File: src/rtl/ebpf_alu_pkg.sv
// ebpf_alu_pkg: shared types and helpers for the eBPF ALU units.
package ebpf_alu_pkg;

    typedef enum logic [1:0] {
        IDLE = 2'd0,
        RUN  = 2'd1,
        DONE = 2'd2
    } state_t;

    localparam int ALU32_WIDTH     = 32;
    localparam int ALU32_MASK_BITS = 5;

    function automatic int clog2(input int v);
        int r;
        r = 0;
        while ((1 << r) < v) r++;
        return r;
    endfunction

endpackage

File: src/rtl/ebpf_shift_step.sv
// ebpf_shift_step: one combinational shift step of up to STEP bits with eBPF fill rules.
module ebpf_shift_step
    import ebpf_alu_pkg::*;
#(
    parameter int DATA_WIDTH = 64,
    parameter int STEP       = 4,
    localparam int NW        = clog2(STEP) + 1
) (
    input  logic [DATA_WIDTH-1:0] acc,
    input  logic [NW-1:0]         n,
    input  logic                  left,
    input  logic                  arith,
    input  logic                  sign,
    input  logic                  alu32,
    output logic [DATA_WIDTH-1:0] res
);

    localparam logic [DATA_WIDTH-1:0] LO_MASK = DATA_WIDTH'({ALU32_WIDTH{1'b1}});

    logic [DATA_WIDTH-1:0] m;

    // In ALU32 the window is the low 32 bits: fill enters at bit 31 and nothing escapes above it.
    assign m   = alu32 ? LO_MASK : '1;
    assign res = left ? (acc << n) & m
                      : (acc >> n) | ({DATA_WIDTH{arith & sign}} & m & ~(m >> n));

endmodule

File: src/rtl/ebpf_shift_unit.sv
// ebpf_shift_unit: multi-cycle eBPF LSH/RSH/ARSH unit shifting up to STEP bits per cycle.
module ebpf_shift_unit
    import ebpf_alu_pkg::*;
#(
    parameter int DATA_WIDTH = 64,
    parameter int STEP       = 4,
    parameter bit HAS_ALU32  = 1'b1
) (
    input  logic                  clk,
    input  logic                  rst_n,
    input  logic                  stb,
    input  logic                  left,
    input  logic                  arith,
    input  logic                  alu32,
    input  logic [DATA_WIDTH-1:0] value,
    input  logic [DATA_WIDTH-1:0] shift,
    output logic [DATA_WIDTH-1:0] out,
    output logic                  ack,
    output logic                  busy
);

    localparam int AW   = clog2(DATA_WIDTH);
    localparam int RW   = AW + 1;
    localparam int NW   = clog2(STEP) + 1;
    localparam bit EN32 = HAS_ALU32 && (DATA_WIDTH == 64);
    localparam int SB32 = EN32 ? ALU32_WIDTH - 1 : DATA_WIDTH - 1;
    localparam logic [DATA_WIDTH-1:0] LO_MASK = DATA_WIDTH'({ALU32_WIDTH{1'b1}});

    state_t                state;
    logic [DATA_WIDTH-1:0] acc;
    logic [DATA_WIDTH-1:0] acc_in;
    logic [DATA_WIDTH-1:0] stepped;
    logic [RW-1:0]         rem;
    logic [RW-1:0]         amt;
    logic [NW-1:0]         n;
    logic                  left_q;
    logic                  arith_q;
    logic                  sign_q;
    logic                  alu32_q;
    logic                  use32;
    logic                  unused_bits;

    assign use32       = EN32 & alu32;
    assign amt         = use32 ? RW'(shift[ALU32_MASK_BITS-1:0]) : RW'(shift[AW-1:0]);
    assign acc_in      = use32 ? value & LO_MASK : value;
    assign n           = (rem > RW'(STEP)) ? NW'(STEP) : NW'(rem);
    assign busy        = state != IDLE;
    assign unused_bits = ^{shift, alu32};

    ebpf_shift_step #(
        .DATA_WIDTH(DATA_WIDTH),
        .STEP      (STEP)
    ) u_step (
        .acc  (acc),
        .n    (n),
        .left (left_q),
        .arith(arith_q),
        .sign (sign_q),
        .alu32(alu32_q),
        .res  (stepped)
    );

    always_ff @(posedge clk or negedge rst_n) begin
        if (!rst_n) begin
            state   <= IDLE;
            acc     <= '0;
            rem     <= '0;
            left_q  <= 1'b0;
            arith_q <= 1'b0;
            sign_q  <= 1'b0;
            alu32_q <= 1'b0;
            out     <= '0;
            ack     <= 1'b0;
        end else begin
            ack <= 1'b0;
            if (state == IDLE) begin
                if (stb) begin
                    acc     <= acc_in;
                    rem     <= amt;
                    left_q  <= left;
                    arith_q <= arith;
                    sign_q  <= use32 ? value[SB32] : value[DATA_WIDTH-1];
                    alu32_q <= use32;
                    state   <= RUN;
                end
            end else if (state == RUN) begin
                if (rem == '0) begin
                    out   <= acc;
                    ack   <= 1'b1;
                    state <= DONE;
                end else begin
                    acc <= stepped;
                    rem <= rem - RW'(n);
                end
            end else begin
                state <= IDLE;
            end
        end
    end

endmodule

File: config.mk
export PLATFORM = sky130hd
export DESIGN_NAME = ebpf_shift_unit
export DESIGN_NICKNAME = d
export VERILOG_FILES = /design/src/rtl/ebpf_alu_pkg.sv /design/src/rtl/ebpf_shift_step.sv /design/src/rtl/ebpf_shift_unit.sv
export SDC_FILE = /design/constraint.sdc
export NUM_CORES = 1
export LEC_CHECK = 0
export BUFFER_PORTS_ARGS = -buffer_cell sky130_fd_sc_hd__buf_2
export CAP_MARGIN = 20
export CORE_MARGIN = 2
export CORE_UTILIZATION = 45
export CTS_BUF_LIST = sky130_fd_sc_hd__clkbuf_8
export DETAILED_ROUTE_END_ITERATION = 8
export PLACE_DENSITY = 0.66
export SYNTH_ARGS = -nofsm -noshare
export SYNTH_HDL_FRONTEND = slang
export SYNTH_SLANG_ARGS = --single-unit
File: constraint.sdc
create_clock -name clk -period 6.8 [get_ports clk]
set_input_delay 0.68 -clock clk [delete_from_list [all_inputs] [get_ports clk]]
set_output_delay 0.68 -clock clk [all_outputs]
set_load 0.01 [all_outputs]
## After elaboration in Yosys (flattened, before gate mapping)

Index checks and enable logic that the tools add are counted.

| operators by class | value |
|---|---|
| add/subtract/negate cells | 1 |
| divide/modulo/power cells | 0 |
| eq/ne operators | 4 |
| shift-type cells | 3 |
| reductions and logical operators | 8 |
| bitwise operators | 7 |
| mux-type cells | 21 |
| multiply operators | 0 |
| magnitude comparators | 1 |

Operators by type and width:

| kind | number |
|---|---|
| two-way mux 64 bit | 7 |
| AND 64 bit | 3 |
| right shift 64 x 3 -> 64 bit | 2 |
| NOT 64 bit | 1 |
| OR 64 bit | 1 |
| left shift 64 x 3 -> 64 bit | 1 |
| two-way mux 7 bit | 4 |
| two-way mux 2 bit | 4 |
| > comparator 7 x 3 -> 1 bit, second input constant | 1 |
| logical NOT 7 bit | 1 |
| subtractor 7 x 3 -> 7 bit | 1 |
| two-way mux 6 bit | 1 |
| AND reduction 3 bit | 2 |
| two-way mux 1 bit | 4 |
| inequality test 2 bit, second input constant | 2 |
| AND reduction 2 bit | 2 |
| nonzero test 2 bit | 2 |
| two-way mux 3 bit | 1 |
| inequality test 3 x 2 -> 1 bit, second input constant | 1 |
| equality test 2 x 1 -> 1 bit, second input constant | 1 |
| logical NOT 2 bit | 1 |
| AND 1 bit | 1 |
| NOT 1 bit | 1 |

| word-level totals | value |
|---|---|
| memory bits (writable) | 0 |
| output and inout bits | 66 |
| input bits | 134 |
| bits in registers | 142 |
| memories | 0 |
| ROM bits | 0 |
| latch bits | 0 |

## Logic depth before layout (Yosys ltp)

| logic depth | value |
|---|---|
| depth in word-level cells | 10 |
| gate-level depth with buffers | 10 |
| gate-level depth less buffers | 7 |

## Modules after synthesis

From an unflattened synthesis, not the netlist that was laid out.

| second synthesis, totals | value |
|---|---|
| cells, all modules | 1067 |
| area total of the unflattened synthesis | 11300.8 µm² |

Modules (own cells, without submodules):

| module | times used | area an instance (µm²) | cells each |
|---|---|---|---|
| ebpf_shift_unit | 1 | 6436.2 | 570 |
| ebpf_shift_step | 1 | 4864.7 | 497 |

## Worst setup path after synthesis

Ideal clock, no wire load.

| timing path | value |
|---|---|
| kind | reg-to-reg |
| start | register rem[4] |
| end | register acc[36] |
| setup slack | 4544 ps |
| buffers on the path | 2 |
| data required time | 6674 ps |
| period minus slack after synthesis | 2256 ps |
| arrival | 2130 ps |
| library setup time | 126 ps |
| stages on the path, launching flop included | 8 |
| cell sequence | dfrtp_1 or4_1 buf_6 buf_6 o21ai_2 a211oi_1 a2111o_1 o32a_1 |

| on the way | value |
|---|---|
| cells in the longest elaborated chain, start to end | 10 |
| elaborated cells on any way between the ends | 16 |
| classes of those cells | order compare: 1; eq/ne: 1; shift: 3; mux: 5; bitwise: 4; reduce/logical: 2 |

RTL lines:

| what | RTL line | RTL |
|---|---|---|
| from (decl) | ebpf_shift_unit.sv:33 | `logic [RW-1:0] rem;` |
| from (signal assigned) | ebpf_shift_unit.sv:79 | `rem <= amt;` |
| from (signal assigned) | ebpf_shift_unit.sv:93 | `rem <= rem - RW'(n);` |
| > comparator 7 x 3 -> 1 bit | ebpf_shift_unit.sv:46 | `assign n = (rem > RW'(STEP)) ? NW'(STEP) : NW'(rem);` |
| two-way mux 3 bit | ebpf_shift_unit.sv:46 |  |
| right shift 64 x 3 -> 64 bit | ebpf_shift_step.sv:25 | `: (acc >> n) \| ({DATA_WIDTH{arith & sign}} & m & ~(m >> n));` |
| NOT 64 bit | ebpf_shift_step.sv:25 |  |
| AND 64 bit | ebpf_shift_step.sv:25 |  |
| OR 64 bit | ebpf_shift_step.sv:25 |  |
| two-way mux 64 bit | ebpf_shift_step.sv:24 | `assign res = left ? (acc << n) & m` |
| two-way mux 64 bit | ebpf_shift_unit.sv:87 | `if (rem == '0) begin` |
| two-way mux 64 bit | ebpf_shift_unit.sv:86 | `end else if (state == RUN) begin` |
| two-way mux 64 bit | ebpf_shift_unit.sv:76 | `if (state == IDLE) begin` |
| to (signal assigned) | ebpf_shift_unit.sv:78 | `acc <= acc_in;` |
| to (signal assigned) | ebpf_shift_unit.sv:92 | `acc <= stepped;` |
| to (decl) | ebpf_shift_unit.sv:30 | `logic [DATA_WIDTH-1:0] acc;` |

Several ways; a longest one is shown, not always the timed one. The select of a mux whose other input is x is not followed.
A chain may end at the register's enable or synchronous reset.

## Worst setup path after layout

| timing path | value |
|---|---|
| start | register rem[1] |
| end | register acc[48] |

The elaborated chain is that of the path after synthesis.

==> qor.txt <==
Max FO, Critical Path = 65
GPL Wtd Cong = 0.914
GR Overflow Total = 0
setup TNS = 0 ps
Syn Inst Count = 1331
maxcap violations = 0
skew final = 16.4 ps
Reg clk slew, reported paths = 90 ps
Synth Area in Adders = 0.00223
drt first pass iters = 7
Synth async-reset ratio = 1.00
area of the mapped netlist = 0.0112 mm²
DR DRC count = 0
Tcrit/Tclk final = 0.549
Leakage = 4.96 nW
Nets = 1488
CP Launch Type = flip-flop
Largest stage delay, worst path = 800 ps
Die X-Extent = 162 µm
Slew @ Worst Pin = 1120 ps
GR Util All Layers = 0.314
H-tree Lvls = 4
reg2reg start = rem[1]$_DFFE_PN0P_
Sw Pwr = 3.24 mW
# IOs = 200
DP Cell Count = 1656
CTS max path bufs = 2
fin cells = 1686
Layout area overhead = 9.60%
Worst VDD drop = 0.227 mV
Die Y = 162 µm
Resized Gates After CTS = 0
commonest cells after routing, fill and taps aside = dfrtp_1, buf_2, o21ai_0
post-synth top area share = 0.317
crit-path cells = buf_4 > nor2_1 > a41o_2 > inv_2 > buf_4 > o311ai_0 > o22a_1
area leader, netlist = dfrtp_1
main combinational cell family by area after synthesis = compound AO/OA/AOI/OAI gates
Via-to-Cell Ratio = 7.07
Post-CTS Hold Fix Bufs = 0
die area = 0.0262 mm²
Clock Latency Late Sink = 490 ps
switching share of power = 0.512
Starting Density = 0.460
Setup crit start = rem[1]$_DFFE_PN0P_
most frequent CP cell = buf_4
vias in the first global route = 11300
final wirelength = 41900 µm
syn avg cell area = 8.43 µm²
post-CTS setup buffer count = 0
worst hold path type = in2async
antenna-violating nets left = 0
Root Buffer = clkbuf_8
XOR/XNOR share of the synthesized area = 0.000781
CP arrival = 4110 ps
worst reg2reg setup slack = 3070 ps
core area = 0.0244 mm²
Power Density = 514 mW/mm²
fillers = 2356
Setup CP Type = reg2reg
Top FF cell, synth = dfrtp_1
fin crit period = 3730 ps
Comb power frac = 0.589
First DRT Iteration DRCs = 1805
share of cells above drive strength 1 = 0.244
row count = 57
via count = 11900
count of state elements after synthesis = 142
post-synthesis cell type count = 82
DR WL/cell = 24.9 µm
Seq. cell area = 0.00356 mm²
diode count = 0
first-pass GRT wire length = 65400 µm
reg2reg path depth = 7
highest clock rate = 268 MHz
CTS buffer count = 17
largest cells by area after synthesis = dfrtp_1, mux2_2, o21ai_0
multi-input logic area = 0.00689 mm²
Syn. warnings = 0
Flop pwr share = 0.291
P_int = 3.08 mW
Synth Area in Compound Gates = 0.303
CTS tree = built
RSZ-0062 raised after global routing = no
Max Slew Vio Count = 0
Post-Synth Simple-Gate Area = 0.165
data required time of the critical path = 7170 ps
pin count of the biggest net entering global routing = 73
Setup Viol. Count Final = 0
mux cell area share after synthesis = 0.139
Seq/Total Area, Yosys = 0.317
clk sink count = 142
Critical-path top delay cell = inv_2
antenna violations before repair = 0
syn_nets = 1467
Final Hold Vio Count = 0
IO Port Bufs = 141
DP HPWL = 25400 µm
number of synthesized flops with an enable pin = 0
outcome = finished clean
Slew HR = 0.252
CP Capture Type = flip-flop
RR Endpoint = acc[48]$_DFFE_PN0P_
power share of the clock group = 0.120
[critical path, delay by kind of cell (launching register included)]
kind	cells	cell delay (ps)
compound gates	3	830
buf+inv	3	1930
flops	1	350
simple gates	1	440
[kinds of logic after synthesis]
| family | after synthesis |
|---|---|
| flops | 142 |
| other cells | 2 |
| compound gates | 502 |
| fa+ha+maj | 2 |
| simple gates | 362 |
| buf+inv | 190 |
| mux | 130 |
| xor+xnor | 1 |
[per-layer routing]
layer / vias up / global-route usage / part of all wire
li1: 5165 / - / -
met1: 5618 / 0.434 / 0.39
met2: 943 / 0.464 / 0.44
met3: 189 / 0.0695 / 0.12
met4: 0 / 0.160 / 0.049
met5: - / 0 / 0
[worst max-delay path by stage]
stage	end	cells after the start
after floorplan	acc[36]$_DFFE_PN0P_	7
after detailed placement	acc[39]$_DFFE_PN0P_	7
after global routing	acc[39]$_DFFE_PN0P_	7
final	acc[48]$_DFFE_PN0P_	7
after CTS	acc[48]$_DFFE_PN0P_	7
after global placement	acc[39]$_DFFE_PN0P_	7
[flip-flops by register name, indices dropped and copies added, names as in the netlist]
| register | count |
|---|---|
| sign_q | 1 |
| acc | 64 |
| state | 2 |
| left_q | 1 |
| alu32_q | 1 |
| out | 64 |
| rem | 7 |
| arith_q | 1 |
| ack | 1 |
[per-stage QoR]
stage	total power, mW	utilization	cell area, µm²	hold WS (ps)	setup slack (ps)
after global routing	6.69	0.504	12300	275	2940
after CTS	6.19	0.504	12300	259	3230
after global placement	5.37	0.487	11900	484	3310
final	6.32	0.504	12300	224	3070
after detailed placement	5.42	0.487	11900	490	3250
after floorplan	4.30	-	11200	384	4540
[Yosys cell counts (all sizes together), types with 4 or more instances]
| cell type | n |
|---|---|
| o21bai | 4 |
| or3 | 26 |
| a32oi | 11 |
| o22ai | 12 |
| and3 | 14 |
| nand4 | 5 |
| and2 | 10 |
| o21ai | 127 |
| nand2 | 65 |
| o21a | 7 |
| a21oi | 96 |
| mux2 | 82 |
| a22oi | 10 |
| dfrtp | 142 |
| mux4 | 12 |
| a311oi | 8 |
| nand3 | 92 |
| a22o | 6 |
| a41oi | 5 |
| a21boi | 8 |
| inv | 16 |
| a31oi | 40 |
| a31o | 4 |
| nor2b | 12 |
| o31ai | 6 |
| a221oi | 22 |
| clkbuf | 105 |
| nor3 | 38 |
| buf | 67 |
| nor2 | 70 |
| mux2i | 36 |
| a2111oi | 5 |
| o32a | 13 |
| o221ai | 14 |
| a211oi | 23 |
| a211o | 12 |
| nor4 | 17 |
| nand2b | 7 |
| o211ai | 25 |
| a21o | 6 |
[layout make-up]
class | count | area share
Multi-Input combinational cell | 999 | 0.560
Sequential cell | 142 | 0.289
Timing Repair Buffer | 174 | 0.0784
Tap cell | 324 | 0.0330
Clock buffer | 18 | 0.0202
Clock inverter | 11 | 0.0136
Inverter | 18 | 0.00550
[power groups by stage]
stage	combinational [mW]	sequential, mW	clock (mW)
after floorplan	2.77	1.53	0
after global placement	3.54	1.82	0
after detailed placement	3.60	1.83	0
after CTS	3.62	1.81	0.762
after global routing	4.00	1.89	0.798
final	3.73	1.84	0.759
No activity file was read; power rests on OpenSTA's default activity.
